File: src/rtl/pre_track_result_sched_if.sv
// Handshake/bus bundle for the previous-track result scheduler; slave is the scheduler side.
interface pre_track_result_sched_if;
    logic        laser_start;
    logic        second_track_en;
    logic        laser_vld;
    logic        pre_laser_rd_ready;
    logic        pre_laser_rd_seq;
    logic        pre_laser_rd_vld;
    logic [63:0] pre_laser_rd_data;
    logic        pre_track_result;
    logic        pre_track_result_vld;
    logic        prefetch_done;
    logic [31:0] underflow_cnt;
    logic        rd_err;
    logic [1:0]  state;

    modport slave (
        input  laser_start, second_track_en, laser_vld,
        input  pre_laser_rd_ready, pre_laser_rd_vld, pre_laser_rd_data,
        output pre_laser_rd_seq, pre_track_result, pre_track_result_vld,
        output prefetch_done, underflow_cnt, rd_err, state
    );

    modport master (
        output laser_start, second_track_en, laser_vld,
        output pre_laser_rd_ready, pre_laser_rd_vld, pre_laser_rd_data,
        input  pre_laser_rd_seq, pre_track_result, pre_track_result_vld,
        input  prefetch_done, underflow_cnt, rd_err, state
    );
endinterface

File: src/rtl/pre_track_result_sched.sv
// Prefetches 64-bit previous-track result words from DDR and serialises one bit per laser_vld; result is 1 cycle late.
// Reads issue only while rd_ready is high and buffer credits remain; an empty buffer yields 0 and counts underflow.
module pre_track_result_sched #(
    parameter int FIFO_DEPTH     = 8,
    parameter int PREFETCH_WORDS = 4
) (
    input logic clk,
    input logic rst,
    pre_track_result_sched_if.slave bus
);
    localparam int AW = $clog2(FIFO_DEPTH);
    localparam int CW = AW + 1;

    typedef enum logic [1:0] {IDLE = 2'd0, PREFETCH = 2'd1, RUN = 2'd2, DRAIN = 2'd3} state_t;

    state_t        state_q;
    logic          start_d;
    logic          pend;
    logic [63:0]   mem [FIFO_DEPTH];
    logic [AW-1:0] wr_ptr, rd_ptr;
    logic [CW-1:0] count, outst, outst_nxt;
    logic [5:0]    bit_idx;
    logic [31:0]   underflow_q;
    logic          result_q, result_vld_q, rd_err_q;

    logic start_rise, start_fall, active, credit, req, ret_ok, full;
    logic push, pop, consume, hit, err_set, pend_nxt, flush, prefetch_met;

    always_comb begin
        start_rise   = bus.laser_start & ~start_d;
        start_fall   = ~bus.laser_start & start_d;
        active       = (state_q == PREFETCH) || (state_q == RUN);
        credit       = ({1'b0, outst} + {1'b0, count}) < (CW+1)'(FIFO_DEPTH);
        req          = active & bus.pre_laser_rd_ready & credit;
        ret_ok       = bus.pre_laser_rd_vld & (outst != '0);
        full         = (count == CW'(FIFO_DEPTH));
        push         = ret_ok & active & ~full;
        err_set      = bus.pre_laser_rd_vld & ((outst == '0) | (active & full));
        consume      = bus.laser_vld & (state_q == RUN);
        hit          = consume & (count != '0);
        pop          = hit & (bit_idx == 6'd63);
        outst_nxt    = outst + CW'(req) - CW'(ret_ok);
        pend_nxt     = pend | (start_rise & bus.second_track_en);
        prefetch_met = ({1'b0, count} + (CW+1)'(push)) >= (CW+1)'(PREFETCH_WORDS);
        // A new track restarts from an empty buffer, both from IDLE and on a deferred restart out of DRAIN.
        flush        = ((state_q == IDLE) & start_rise & bus.second_track_en) |
                       ((state_q == DRAIN) & (outst_nxt == '0) & pend_nxt);
    end

    always_ff @(posedge clk) begin
        if (push) mem[wr_ptr] <= bus.pre_laser_rd_data;
    end

    always_ff @(posedge clk or posedge rst) begin
        if (rst) begin
            state_q      <= IDLE;
            start_d      <= 1'b0;
            pend         <= 1'b0;
            wr_ptr       <= '0;
            rd_ptr       <= '0;
            count        <= '0;
            outst        <= '0;
            bit_idx      <= '0;
            underflow_q  <= '0;
            result_q     <= 1'b0;
            result_vld_q <= 1'b0;
            rd_err_q     <= 1'b0;
        end else begin
            start_d      <= bus.laser_start;
            outst        <= outst_nxt;
            rd_err_q     <= rd_err_q | err_set;
            result_vld_q <= bus.laser_vld & bus.laser_start;
            result_q     <= hit & mem[rd_ptr][bit_idx];

            if (flush) begin
                wr_ptr      <= '0;
                rd_ptr      <= '0;
                count       <= '0;
                bit_idx     <= '0;
                underflow_q <= '0;
            end else begin
                if (push) wr_ptr <= wr_ptr + 1'b1;
                if (pop)  rd_ptr <= rd_ptr + 1'b1;
                count <= count + CW'(push) - CW'(pop);
                if (hit) bit_idx <= bit_idx + 6'd1;
                if (consume && count == '0 && underflow_q != '1)
                    underflow_q <= underflow_q + 32'd1;
            end

            pend <= 1'b0;
            case (state_q)
                IDLE:     if (flush) state_q <= PREFETCH;
                PREFETCH: begin
                    if (start_fall)        state_q <= DRAIN;
                    else if (prefetch_met) state_q <= RUN;
                end
                RUN:      if (start_fall) state_q <= DRAIN;
                DRAIN: begin
                    if (outst_nxt == '0) state_q <= pend_nxt ? PREFETCH : IDLE;
                    else                 pend    <= pend_nxt;
                end
                default:  state_q <= IDLE;
            endcase
        end
    end

    assign bus.pre_laser_rd_seq     = req;
    assign bus.pre_track_result     = result_q;
    assign bus.pre_track_result_vld = result_vld_q;
    assign bus.prefetch_done        = (state_q == RUN);
    assign bus.underflow_cnt        = underflow_q;
    assign bus.rd_err               = rd_err_q;
    assign bus.state                = state_q;
endmodule

File: src/flat_wrapper.sv
// flat-port wrapper written by rule: the top's interface ports become plain ports
module pre_track_result_sched_flat 
#(
    parameter int FIFO_DEPTH     = 8,
    parameter int PREFETCH_WORDS = 4
)
  (clk, rst, bus_laser_start, bus_second_track_en, bus_laser_vld, bus_pre_laser_rd_ready, bus_pre_laser_rd_vld, bus_pre_laser_rd_data, bus_pre_laser_rd_seq, bus_pre_track_result, bus_pre_track_result_vld, bus_prefetch_done, bus_underflow_cnt, bus_rd_err, bus_state);
  pre_track_result_sched_if bus_i ();
  input logic clk;
  input logic rst;
  input wire logic [$bits(bus_i.laser_start)-1:0] bus_laser_start;
  input wire logic [$bits(bus_i.second_track_en)-1:0] bus_second_track_en;
  input wire logic [$bits(bus_i.laser_vld)-1:0] bus_laser_vld;
  input wire logic [$bits(bus_i.pre_laser_rd_ready)-1:0] bus_pre_laser_rd_ready;
  input wire logic [$bits(bus_i.pre_laser_rd_vld)-1:0] bus_pre_laser_rd_vld;
  input wire logic [$bits(bus_i.pre_laser_rd_data)-1:0] bus_pre_laser_rd_data;
  output wire logic [$bits(bus_i.pre_laser_rd_seq)-1:0] bus_pre_laser_rd_seq;
  output wire logic [$bits(bus_i.pre_track_result)-1:0] bus_pre_track_result;
  output wire logic [$bits(bus_i.pre_track_result_vld)-1:0] bus_pre_track_result_vld;
  output wire logic [$bits(bus_i.prefetch_done)-1:0] bus_prefetch_done;
  output wire logic [$bits(bus_i.underflow_cnt)-1:0] bus_underflow_cnt;
  output wire logic [$bits(bus_i.rd_err)-1:0] bus_rd_err;
  output wire logic [$bits(bus_i.state)-1:0] bus_state;
  assign bus_i.laser_start = bus_laser_start;
  assign bus_i.second_track_en = bus_second_track_en;
  assign bus_i.laser_vld = bus_laser_vld;
  assign bus_i.pre_laser_rd_ready = bus_pre_laser_rd_ready;
  assign bus_i.pre_laser_rd_vld = bus_pre_laser_rd_vld;
  assign bus_i.pre_laser_rd_data = bus_pre_laser_rd_data;
  assign bus_pre_laser_rd_seq = bus_i.pre_laser_rd_seq;
  assign bus_pre_track_result = bus_i.pre_track_result;
  assign bus_pre_track_result_vld = bus_i.pre_track_result_vld;
  assign bus_prefetch_done = bus_i.prefetch_done;
  assign bus_underflow_cnt = bus_i.underflow_cnt;
  assign bus_rd_err = bus_i.rd_err;
  assign bus_state = bus_i.state;
  pre_track_result_sched #(.FIFO_DEPTH(FIFO_DEPTH), .PREFETCH_WORDS(PREFETCH_WORDS)) u_core (.clk(clk), .rst(rst), .bus(bus_i));
endmodule
File: config.mk
export PLATFORM = sky130hd
export DESIGN_NAME = pre_track_result_sched_flat
export DESIGN_NICKNAME = d
export VERILOG_FILES = /design/src/rtl/pre_track_result_sched_if.sv /design/src/rtl/pre_track_result_sched.sv /design/src/flat_wrapper.sv
export SDC_FILE = /design/constraint.sdc
export NUM_CORES = 1
export LEC_CHECK = 0
export BUFFER_PORTS_ARGS = -buffer_cell sky130_fd_sc_hd__buf_2
export CAP_MARGIN = 10
export CELL_PAD_IN_SITES_DETAIL_PLACEMENT = 0
export CELL_PAD_IN_SITES_GLOBAL_PLACEMENT = 1
export CORE_ASPECT_RATIO = 0.9
export CORE_MARGIN = 2
export CORE_UTILIZATION = 45
export DETAILED_ROUTE_END_ITERATION = 8
export HOLD_SLACK_MARGIN = 0.12
export PLACE_DENSITY_LB_ADDON = 0.08
export SLEW_MARGIN = 15
export SYNTH_ARGS = -nofsm -noshare
export SYNTH_HDL_FRONTEND = slang
export SYNTH_SLANG_ARGS = --single-unit
export TNS_END_PERCENT = 50
File: constraint.sdc
create_clock -name clk -period 6.3 [get_ports clk]
set_input_delay 1.575 -clock clk [delete_from_list [all_inputs] [get_ports clk]]
set_output_delay 1.575 -clock clk [all_outputs]
set_load 0.1 [all_outputs]
==> results of run 1 <==
-- cell type report --
class,count,area (um^2)
diodes,4,10.0
repair buffers,142,856
fillers,4198,24900
inverters,24,90.1
clock inverters,32,308
flip-flops and latches,571,16900
multi-input cells,600,5980
well taps,688,861
clock buffers,79,1620
-- placed cells by master (no fill, tap or decap), types with 17 or more instances in the layout --
cell | synthesis | final
mux2i_1 | 44 | 44
nand3_1 | 22 | 22
o21ai_0 | 17 | 17
edfxtp_1 | 512 | 512
clkbuf_16 | 0 | 61
buf_4 | 7 | 28
nor2_1 | 72 | 65
dfrtp_1 | 59 | 56
buf_2 | 16 | 109
xnor2_1 | 18 | 18
nand4_1 | 20 | 20
mux4_2 | 94 | 94
nand2_1 | 66 | 66
ha_1 | 26 | 26
xor2_1 | 24 | 24
a21oi_1 | 19 | 19
inv_1 | 23 | 22
-- metal layers --
| layer | share of wire, % | GRT usage (%) | wire length (um) |
|---|---|---|---|
| met1 | 46 | 29.6 | 24600 |
| met2 | 46 | 31.3 | 24700 |
| met3 | 5.3 | 3.71 | 2830 |
| met4 | 2.2 | 6.28 | 1150 |
| met5 | 0.053 | 0 | 28 |
-- worst max-delay path, cell delays in order --
cell     delay (ns)
buf_2          0.07
nor2b_1        0.12
and4_1         0.22
inv_1          0.05
ha_1           0.27
inv_1          0.04
ha_1           0.19
fa_1           0.45
or4_1          0.61
o21ai_4        0.19
buf_4          0.48
and2b_1        0.24
-- registers in the layout, summed over array words and instances (netlist names) --
register and count:
u_core.count 4, u_core.bus.underflow_cnt 32, u_core.outst 4, u_core.bus.state 2
u_core.start_d 1, u_core.bit_idx 6, u_core.mem 512, u_core.rd_ptr 3
u_core.wr_ptr 3, u_core.bus.pre_track_result 1, u_core.bus.rd_err 1, u_core.pend 1
u_core.bus.pre_track_result_vld 1
-- power breakdown --
part / internal (mW) / switching, mW
sequential: 4.58 / 0.149
clock: 2.05 / 1.43
combinational: 0.620 / 1.45
total: 7.25 / 3.03
-- through the flow --
step | cell area [um^2] | hold slack (ns) | power, mW
after global routing | 26600 | 0.501 | 10.7
after floorplan | 23300 | 0.507 | 6.12
final | 26600 | 0.458 | 10.3
after CTS | 26600 | 0.463 | 10.4
after global placement | 24600 | 0.458 | 6.87
after detailed placement | 24600 | 0.447 | 6.89
-- how the worst max path moves through the flow --
stage                     depth (start not counted)                                  endpoint
after global placement                           12  u_core.bus.underflow_cnt[26]$_DFFE_PP0P_
final                                            12  u_core.bus.underflow_cnt[26]$_DFFE_PP0P_
after CTS                                        13  u_core.bus.underflow_cnt[26]$_DFFE_PP0P_
after global routing                             14  u_core.bus.underflow_cnt[26]$_DFFE_PP0P_
after floorplan                                   5                u_core.mem[1][0]$_DFFE_PP_
after detailed placement                         12  u_core.bus.underflow_cnt[26]$_DFFE_PP0P_
-- cells by family (layout without fill, tap and decap cells) --
kind of cell,after synthesis,after routing,synth area share [%]
flops,571,571,72.2
simple gates,251,251,5.27
mux,167,167,13.3
compound gates,112,112,3.62
buf+inv,84,277,2.47
xor+xnor,42,42,1.58
fa+ha+maj,28,28,1.57
other cells,0,4,0
==> run_results.csv, run 1 <==
group,metric,value,unit
run_status,outcome,"finished clean",
critical_path,worstPathArrival,4.56,ns
hold_path,holdPathStages,1,
drt,routed_wirelength,53300,um
synth,synth_commonest_cells,"edfxtp_1 (512), mux4_2 (94), nor2_1 (72)",
grt,grt-ovfl-total,0,
clocking,cts_max_level,2,
critical_path,rr_worst_depth,7,
critical_path,r2r_start,"u_core.rd_ptr[0]$_DFFE_PP0P_",
critical_path,start_kind,"input port",
sta,fin_worst_skew,0.0129,ns
drt,viasPerCell,5.62,
grt,grt_pass1_vias,12054,
synth,synth_top_area_share,65.9,%
synth,ys_ff_latch,571,
clocking,cts_buffers,59,
drt,drtIter0Drc,1065,
critical_path,r2r-end,"u_core.bus.pre_track_result$_DFF_PP0_",
synth,synth_cell_types,72,
clocking,cts_buffer_depth,3,
final_layout,layout-drive-gt1-share,25.1,%
floorplan,core-area,0.0515,mm^2
drt,routedWlPerCell,24.9,um
synth,yosys.area.top_type,"edfxtp_1",
critical_path,cp.required,6.81,ns
hold_path,hold_end,"u_core.bus.rd_err$_DFF_PP0_",
clocking,clk_pin_slew,0.06,ns
drt,vias,12024,
grt,grt_max_degree,65,
floorplan,die_area,0.0537,mm^2
sta,period_share,64.3,%
sta,maxSlewViolCount,0,
placed_design,gp_congestion,0.750,
critical_path,crit_type,"input port to flop",
critical_path,worstSetupEndpointType,"flop",
sta,tightest_slew,1.15,ns
clocking,clock-sinks,571,
hold_path,hp-class,"flop to flop",
floorplan,die_w,244,um
placed_design,dpl.cell_count,2025,
clocking,ctsHoldBuffers,0,
final_layout,syn_to_final_growth,14.0,%
clocking,post_cts_buffers,0,
clocking,clock_latency,0.62,ns
floorplan,die_h,220,um
run,drv_cap,0,
drt,firstDrtPassIters,5,
final_layout,instances_no_fill,2140,
synth,synth_fp_nets,1354,
final_layout,post-route-util,51.6,%
synth,yosys_warnings,0,
grt,grt_first_pass_wirelength,79900,um
clocking,cts_resized,0,
placed_design,post-place-ws,1.60,ns
floorplan,num_rows,79,
floorplan,initial_core_util,45.3,%
grt,grtUsageTotal,20.3,%
final_layout,final_net_count,1497,
sta,timing.slew.headroom,21.4,%
sta,hold_viol,0,
grt,antenna_found_initial,7,
drt,drtAntennaViolNets,0,
floorplan,io-pin-count,110,
synth,synth.cell_area,0.0233,mm^2
synth,synth-main-ff-cell,"edfxtp_1",
synth,yosysSeqAreaShare,72.2,%
sta,fin_tns_setup,0,ns
synth,async_flop_share,10.3,%
synth,synth_cells,1255,
synth,synth_edf_count,512,
placed_design,io_buffers,109,
clocking,cts_tree,"yes",
clocking,root_buffer,"clkbuf_16",
synth,synth.area.top_cells,"edfxtp_1 (66%), mux4_2 (9.1%), dfrtp_1 (6.3%)",
sta,rsz0062_at_grt,"no",
critical_path,startpoint,"bus_pre_laser_rd_ready",
sta,worst_slack,2.25,ns
critical_path,regToRegSetupSlack,2.26,ns
power_and_ir_drop,vdd.ir_drop.worst,0.000318,V
sta,period_needed,4.05,ns
sta,fmax,247,MHz
critical_path,crit_fanout,48,
power_and_ir_drop,power_density,386,mW/mm^2
drt,drc,0,
hold_path,min-delay-start,"u_core.bus.rd_err$_DFF_PP0_",
synth,synth.most_common_cell,"edfxtp_1",
synth,syn_avg_cell_area,18.6,um^2
sta,setup_viol_count_final,0,
placed_design,hpwl,30000,um
power_and_ir_drop,p_leak,8.87,nW
Note: power is estimated with default switching activity, not from simulation.
==> inputs of run 2 (changes only) <==
Clock period 6.3 ns to 3.39 ns, I/O delays scaled along.
==> run_results.csv, run 2 (same netlist as run 1, synthesis figures left out) <==
group,metric,value,unit
sta,tightest_slew,0.734,ns
floorplan,num_rows,79,
sta,rsz0062_at_grt,"yes",
drt,firstDrtPassIters,4,
critical_path,crit_fanout,3,
final_layout,nFillCells,4138,
grt,grt_first_pass_wirelength,81300,um
run_status,violations,"setup timing",
critical_path,start_kind,"flop",
clocking,cts_buffer_depth,3,
floorplan,core-area,0.0515,mm^2
sta,hold_viol,0,
sta,maxSlewViolCount,0,
clocking,cts_tree,"yes",
floorplan,initial_core_util,45.3,%
run,drv_cap,0,
final_layout,syn_to_final_growth,16.9,%
critical_path,cp.required,3.86,ns
drt,routed.top_layer,"met5",
grt,antenna_found_initial,6,
clocking,clock-sinks,571,
placed_design,io_buffers,109,
placed_design,post-place-ws,-0.224,ns
sta,fin_tns_setup,-0.0159,ns
critical_path,rr_worst_depth,13,
critical_path,crit_type,"flop to flop",
power_and_ir_drop,power_density,704,mW/mm^2
final_layout,final_common_cell,"edfxtp_1",
sta,fin_worst_skew,0.0202,ns
clocking,clk_pin_slew,0.06,ns
final_layout,layout-drive-gt1-share,28.4,%
floorplan,die_area,0.0537,mm^2
drt,viasPerCell,5.58,
sta,period_share,100,%
clocking,root_buffer,"clkbuf_16",
power_and_ir_drop,p_total,19.2,mW
floorplan,die_w,244,um
run_status,outcome,"finished with violations",
drt,drc,0,
sta,period_needed,3.41,ns
placed_design,hpwl,33300,um
clocking,cts_max_level,2,
critical_path,worstPathArrival,3.88,ns
drt,routedWlPerCell,24.7,um
floorplan,die_h,220,um
floorplan,io-pin-count,110,
final_layout,final_net_count,1548,
power_and_ir_drop,p_leak,9.16,nW
hold_path,hp-class,"input port to asynchronous set/reset pin",
sta,timing.slew.headroom,51.0,%
critical_path,worstSetupEndpointType,"flop",
sta,setup_viol_count_final,1,
drt,met3_length,2480,um
final_layout,regMostFlops,"u_core.mem",
placed_design,gp_congestion,0.754,
clocking,cts_buffers,58,
drt,drtIter0Drc,946,
sta,fmax,294,MHz
drt,vias,12173,
grt,grtUsageTotal,20.4,%
drt,dr_wl_met2,25200,um
grt,grt_max_degree,65,
drt,drtAntennaViolNets,0,
drt,drt-met1-wl,25100,um
clocking,clock_latency,0.61,ns
grt,grt_pass1_vias,12553,
sta,worst_slack,-0.0159,ns
power_and_ir_drop,vdd.ir_drop.worst,0.000397,V
grt,grt-ovfl-total,0,
final_layout,largest_reg_flops,512,
final_layout,final_cell_mix,"edfxtp_1 (512), buf_2 (109), mux4_2 (94)",
drt,routed_wirelength,53900,um
run 2: cell count changes in the layout (fill, tap and decap cells not counted), sizes merged:
cell    change
buf        +50
clkinv      -5
clkbuf      +3
diode       -3
bufinv      -1
inv         -1
run 2: per-layer routing:
| metal | GRT usage (%) | vias up |
|---|---|---|
| met5 | 0 | - |
| met4 | 5.30 | 8 |
| met3 | 3.63 | 69 |
| met2 | 32.2 | 260 |
| met1 | 29.7 | 6408 |
| li1 | - | 5428 |
run 2: final timing paths:
kind                                             start                                         to  slack, ns
max                          u_core.outst[1]$_DFF_PP0_            u_core.bus.state[0]$_DFFE_PP0P_      -0.02
min                                                rst  u_core.bus.pre_track_result_vld$_DFF_PP0_       0.25
max reg2reg                  u_core.outst[1]$_DFF_PP0_            u_core.bus.state[0]$_DFFE_PP0P_      -0.02
min reg2reg                u_core.bus.rd_err$_DFF_PP0_                u_core.bus.rd_err$_DFF_PP0_       0.46
max in group asynchronous                          rst               u_core.rd_ptr[1]$_DFFE_PP0P_       2.45
min in group clk                       bus_laser_start                   u_core.start_d$_DFF_PP0_       0.40
run 2: where the power goes:
| part | total (mW) | switching [mW] | leakage (nW) | internal (mW) |
|---|---|---|---|---|
| logic | 4.18 | 2.66 | 2.88 | 1.51 |
| clock network | 6.14 | 2.58 | 0.884 | 3.56 |
| registers | 8.86 | 0.359 | 5.40 | 8.50 |
| total | 19.2 | 5.60 | 9.16 | 13.6 |
run 2: repair_timing:
| item | in CTS | in global routing |
|---|---|---|
| endpoints found under the setup margin | 50 | 49 |
| cloned | 1 | 2 |
| resized for setup | 11 | 2 |
| buffers inserted | 1 | 2 |
| pin swaps | 2 | 0 |
| hold buffers | 0 | 0 |
run 2: area by class of cell:
class | instances | area, um^2 | share of cell area [%]
multi-input cells | 600 | 6060 | 22.2
repair buffers | 194 | 1580 | 5.80
diodes | 1 | 2.50 | 0.00918
clock buffers | 80 | 1550 | 5.70
flip-flops and latches | 571 | 16900 | 61.9
inverters | 24 | 90.1 | 0.330
well taps | 688 | 861 | 3.16
clock inverters | 25 | 254 | 0.932
run 2: per-stage QoR:
step	cell area, um^2	hold WS [ns]	cells	utilization (%)
3_5_place_dp	25300	0.456	2071	49.2
3_3_place_gp	25300	0.447	2071	49.2
2_1_floorplan	23400	0.515	1255	-
6_report	27300	0.249	2183	52.9
4_1_cts	27200	0.228	2178	52.8
5_1_grt	27300	0.266	2182	52.9
run 2: critical path: stages (launching register included):
cell and delay, ns:
dfrtp_1 0.37, ha_1 0.29, and3_4 0.18, o21ai_2 0.12
and4_4 0.24, inv_2 0.04, ha_4 0.25, inv_2 0.04
ha_4 0.15, fa_2 0.42, or4_4 0.56, o21ai_4 0.19
o221ai_2 0.14, mux2_2 0.29
==> inputs of run 3 (changes only) <==
Settings changed: ABC_AREA set to 1.
==> run_results.csv, run 3 <==
group,metric,value,unit
clocking,cts_max_level,2,
power_and_ir_drop,switching_share,31.5,%
power_and_ir_drop,power_switching,6.09,mW
critical_path,slowest_delay,0.44,ns
synth,synth_top_area_share,63.3,%
power_and_ir_drop,p_clk_share,32.7,%
critical_path,worstPathArrival,3.61,ns
critical_path,crit_type,"flop to flop",
sta,period_share,92.1,%
placed_design,io_buffers,109,
drt,drc,0,
sta,fmax,320,MHz
final_layout,final_net_count,2370,
clocking,ctsHoldBuffers,0,
sta,timing.slew.headroom,44.2,%
power_and_ir_drop,vdd.ir_drop.worst,0.000431,V
run,drv_cap,0,
drt,drtIter0Drc,1153,
power_and_ir_drop,power_density,695,mW/mm^2
drt,firstDrtPassIters,5,
drt,routed_wirelength,61200,um
synth,synth_cells,2158,
sta,hold_viol,0,
synth,synth_xor_xnor_area_share,0.361,%
grt,grt_max_degree,176,
final_layout,instances_no_fill,3018,
sta,period_needed,3.12,ns
critical_path,cpMostUsedCell,"ha_1",
synth,syn_avg_cell_area,11.2,um^2
synth,yosys.area.top_type,"edfxtp_1",
synth,yosysSeqAreaShare,69.4,%
synth,synth.area.top_cells,"edfxtp_1 (63%), nand2_1 (8.3%), nand3_1 (6.1%)",
grt,grt_pass1_vias,15368,
grt,antenna_found_initial,7,
clocking,cts_buffers,59,
synth,ys_ff_latch,571,
synth,synth.mux.area_fraction,0,%
synth,synth.most_common_cell,"nand2_1",
critical_path,crit_slowest_cell,"dfrtp_1",
placed_design,dpl.cell_count,2904,
final_layout,regMostFlops,"u_core.mem",
critical_path,crit_fanout,4,
floorplan,core-area,0.0532,mm^2
floorplan,initial_core_util,45.7,%
final_layout,largest_reg_flops,512,
sta,tightest_slew,0.837,ns
drt,vias,15982,
clocking,clock_latency,0.63,ns
synth,yosys_warnings,0,
sta,fin_worst_skew,0.0243,ns
sta,setup_viol_count_final,0,
critical_path,start_kind,"flop",
synth,synth.cell_area,0.0243,mm^2
placed_design,hpwl,32700,um
drt,routedWlPerCell,20.3,um
final_layout,final_common_cell,"nand2_1",
clocking,root_buffer,"clkbuf_16",
final_layout,layout-drive-gt1-share,12.3,%
critical_path,path_cells,"ha_1, nor4_2, o21ai_1, ha_1, inv_1, ha_1, fa_2, xor2_2, nor2_1, nand3_1, nand2_2, inv_2, nand2_2, o2111ai_4, nand2_1, o21ai_0",
synth,synthSimpleGateAreaFrac,19.3,%
power_and_ir_drop,p_comb_share,21.3,%
synth,synth-main-ff-cell,"edfxtp_1",
floorplan,die_w,249,um
final_layout,post-route-util,52.4,%
clocking,cts_buffer_depth,3,
final_layout,final_cell_mix,"nand2_1 (533), edfxtp_1 (512), nand3_1 (296)",
power_and_ir_drop,p_leak,10.5,nW
sta,maxSlewViolCount,0,
placed_design,gp_congestion,0.788,
drt,viasPerCell,5.30,
critical_path,cp.required,3.88,ns
synth,synth_top_family_by_area,"simple AND/OR/NAND/NOR gates",
clocking,cts_tree,"yes",
grt,grt-ovfl-total,0,
final_layout,syn_to_final_growth,14.7,%
synth,synth-compound-area-share,5.18,%
floorplan,num_rows,80,
clocking,clk_pin_slew,0.06,ns
critical_path,worstSetupEndpointType,"flop",
grt,grt_first_pass_wirelength,94100,um
synth,synth_edf_count,512,
synth,synthAdderAreaFrac,1.51,%
clocking,clock-sinks,571,
floorplan,die_area,0.0558,mm^2
synth,synth_cell_types,48,
synth,async_flop_share,10.3,%
grt,grtUsageTotal,22.2,%
sta,rsz0062_at_grt,"no",
sta,fin_tns_setup,0,ns
run_status,outcome,"finished clean",
drt,drtAntennaViolNets,0,
power_and_ir_drop,power_frac_seq,46.0,%
floorplan,io-pin-count,110,
power_and_ir_drop,intPower,13.2,mW
synth,synth_commonest_cells,"nand2_1 (534), edfxtp_1 (512), nand3_1 (296)",
synth,synth_fp_nets,2257,
floorplan,die_h,224,um
hold_path,hp-class,"input port to asynchronous set/reset pin",
run 3: cell count changes after synthesis, sizes merged, moves of 82 or more:
cell,previous run,this run
nand2,67,537
nand3,23,297
mux4,108,0
o21ai,22,127
inv,23,105
nor2,75,236
run 3: kinds of logic (layout without fill, tap and decap cells):
family          after synthesis  in the layout
simple gates               1108           1108
flops                       571            571
compound gates              222            222
buf+inv                     219            380
fa+ha+maj                    28             28
xor+xnor                     10             10
other cells                   0              2
run 3: power groups by stage:
stage | Combinational (mW) | Clock [mW] | Sequential [mW]
global route | 4.51 | 6.73 | 8.97
finish | 4.12 | 6.31 | 8.90
detailed placement | 4.08 | 0 | 9.04
CTS | 4.10 | 6.45 | 8.90
global placement | 4.02 | 0 | 9.02
floorplan | 1.85 | 0 | 9.76
run 3: critical path: cells and delay by family (launching register included):
kind | cells | cell delay, ns
AO/OA/AOI/OAI | 3 | 0.31
adder cells (fa/ha/maj) | 4 | 1.19
XOR/XNOR | 1 | 0.19
buffers and inverters | 2 | 0.11
flip-flops | 1 | 0.44
AND/OR/NAND/NOR | 6 | 0.75
run 3: area by class of cell:
type / instances / area [um^2]
diodes: 2 / 5.00
repair buffers: 165 / 1330
clock inverters: 33 / 272
fillers: 4658 / 25300
clock buffers: 76 / 1610
flip-flops and latches: 571 / 16900
inverters: 106 / 404
multi-input cells: 1368 / 6480
well taps: 697 / 872
run 3: final timing paths:
path,startpoint,to,slack [ns],cells past startpoint
max,u_core.count[3]$_DFF_PP0_,u_core.bus.state[1]$_DFFE_PP0P_,0.27,16
min,rst,u_core.wr_ptr[1]$_DFFE_PP0P_,0.32,2
max reg2reg,u_core.count[3]$_DFF_PP0_,u_core.bus.state[1]$_DFFE_PP0P_,0.27,16
min reg2reg,u_core.bus.rd_err$_DFF_PP0_,u_core.bus.rd_err$_DFF_PP0_,0.45,1
max in group asynchronous,rst,u_core.bus.underflow_cnt[31]$_DFFE_PP0P_,2.45,3
min in group clk,bus_laser_start,u_core.start_d$_DFF_PP0_,0.41,1
run 3: per-layer routing:
| metal | global-route usage (%) | vias to the layer above | wire length, um |
|---|---|---|---|
| met2 | 36.7 | 391 | 29300 |
| met4 | 5.26 | 8 | 990 |
| met3 | 4.03 | 81 | 3390 |
| met5 | 0 | - | 37 |
| li1 | - | 7740 | - |
| met1 | 30.7 | 7762 | 27500 |
run 3: per-stage QoR:
stage | setup WS, ns | power, mW | hold slack (ns) | instance area (um^2)
after floorplan | -0.575 | 11.6 | 0.464 | 24300
after global placement | 0.00675 | 13.0 | 0.435 | 25900
after detailed placement | -0.117 | 13.1 | 0.439 | 25900
after CTS | 0.0321 | 19.5 | 0.317 | 27800
after global routing | 0.0198 | 20.2 | 0.360 | 27800
final | 0.267 | 19.3 | 0.319 | 27800
run 3: repair_timing:
action / in CTS / in global routing
resized for setup: 3 / 8
pin swaps: 0 / 4
endpoints found under the setup margin: 5 / 32
setup buffers: 0 / 3
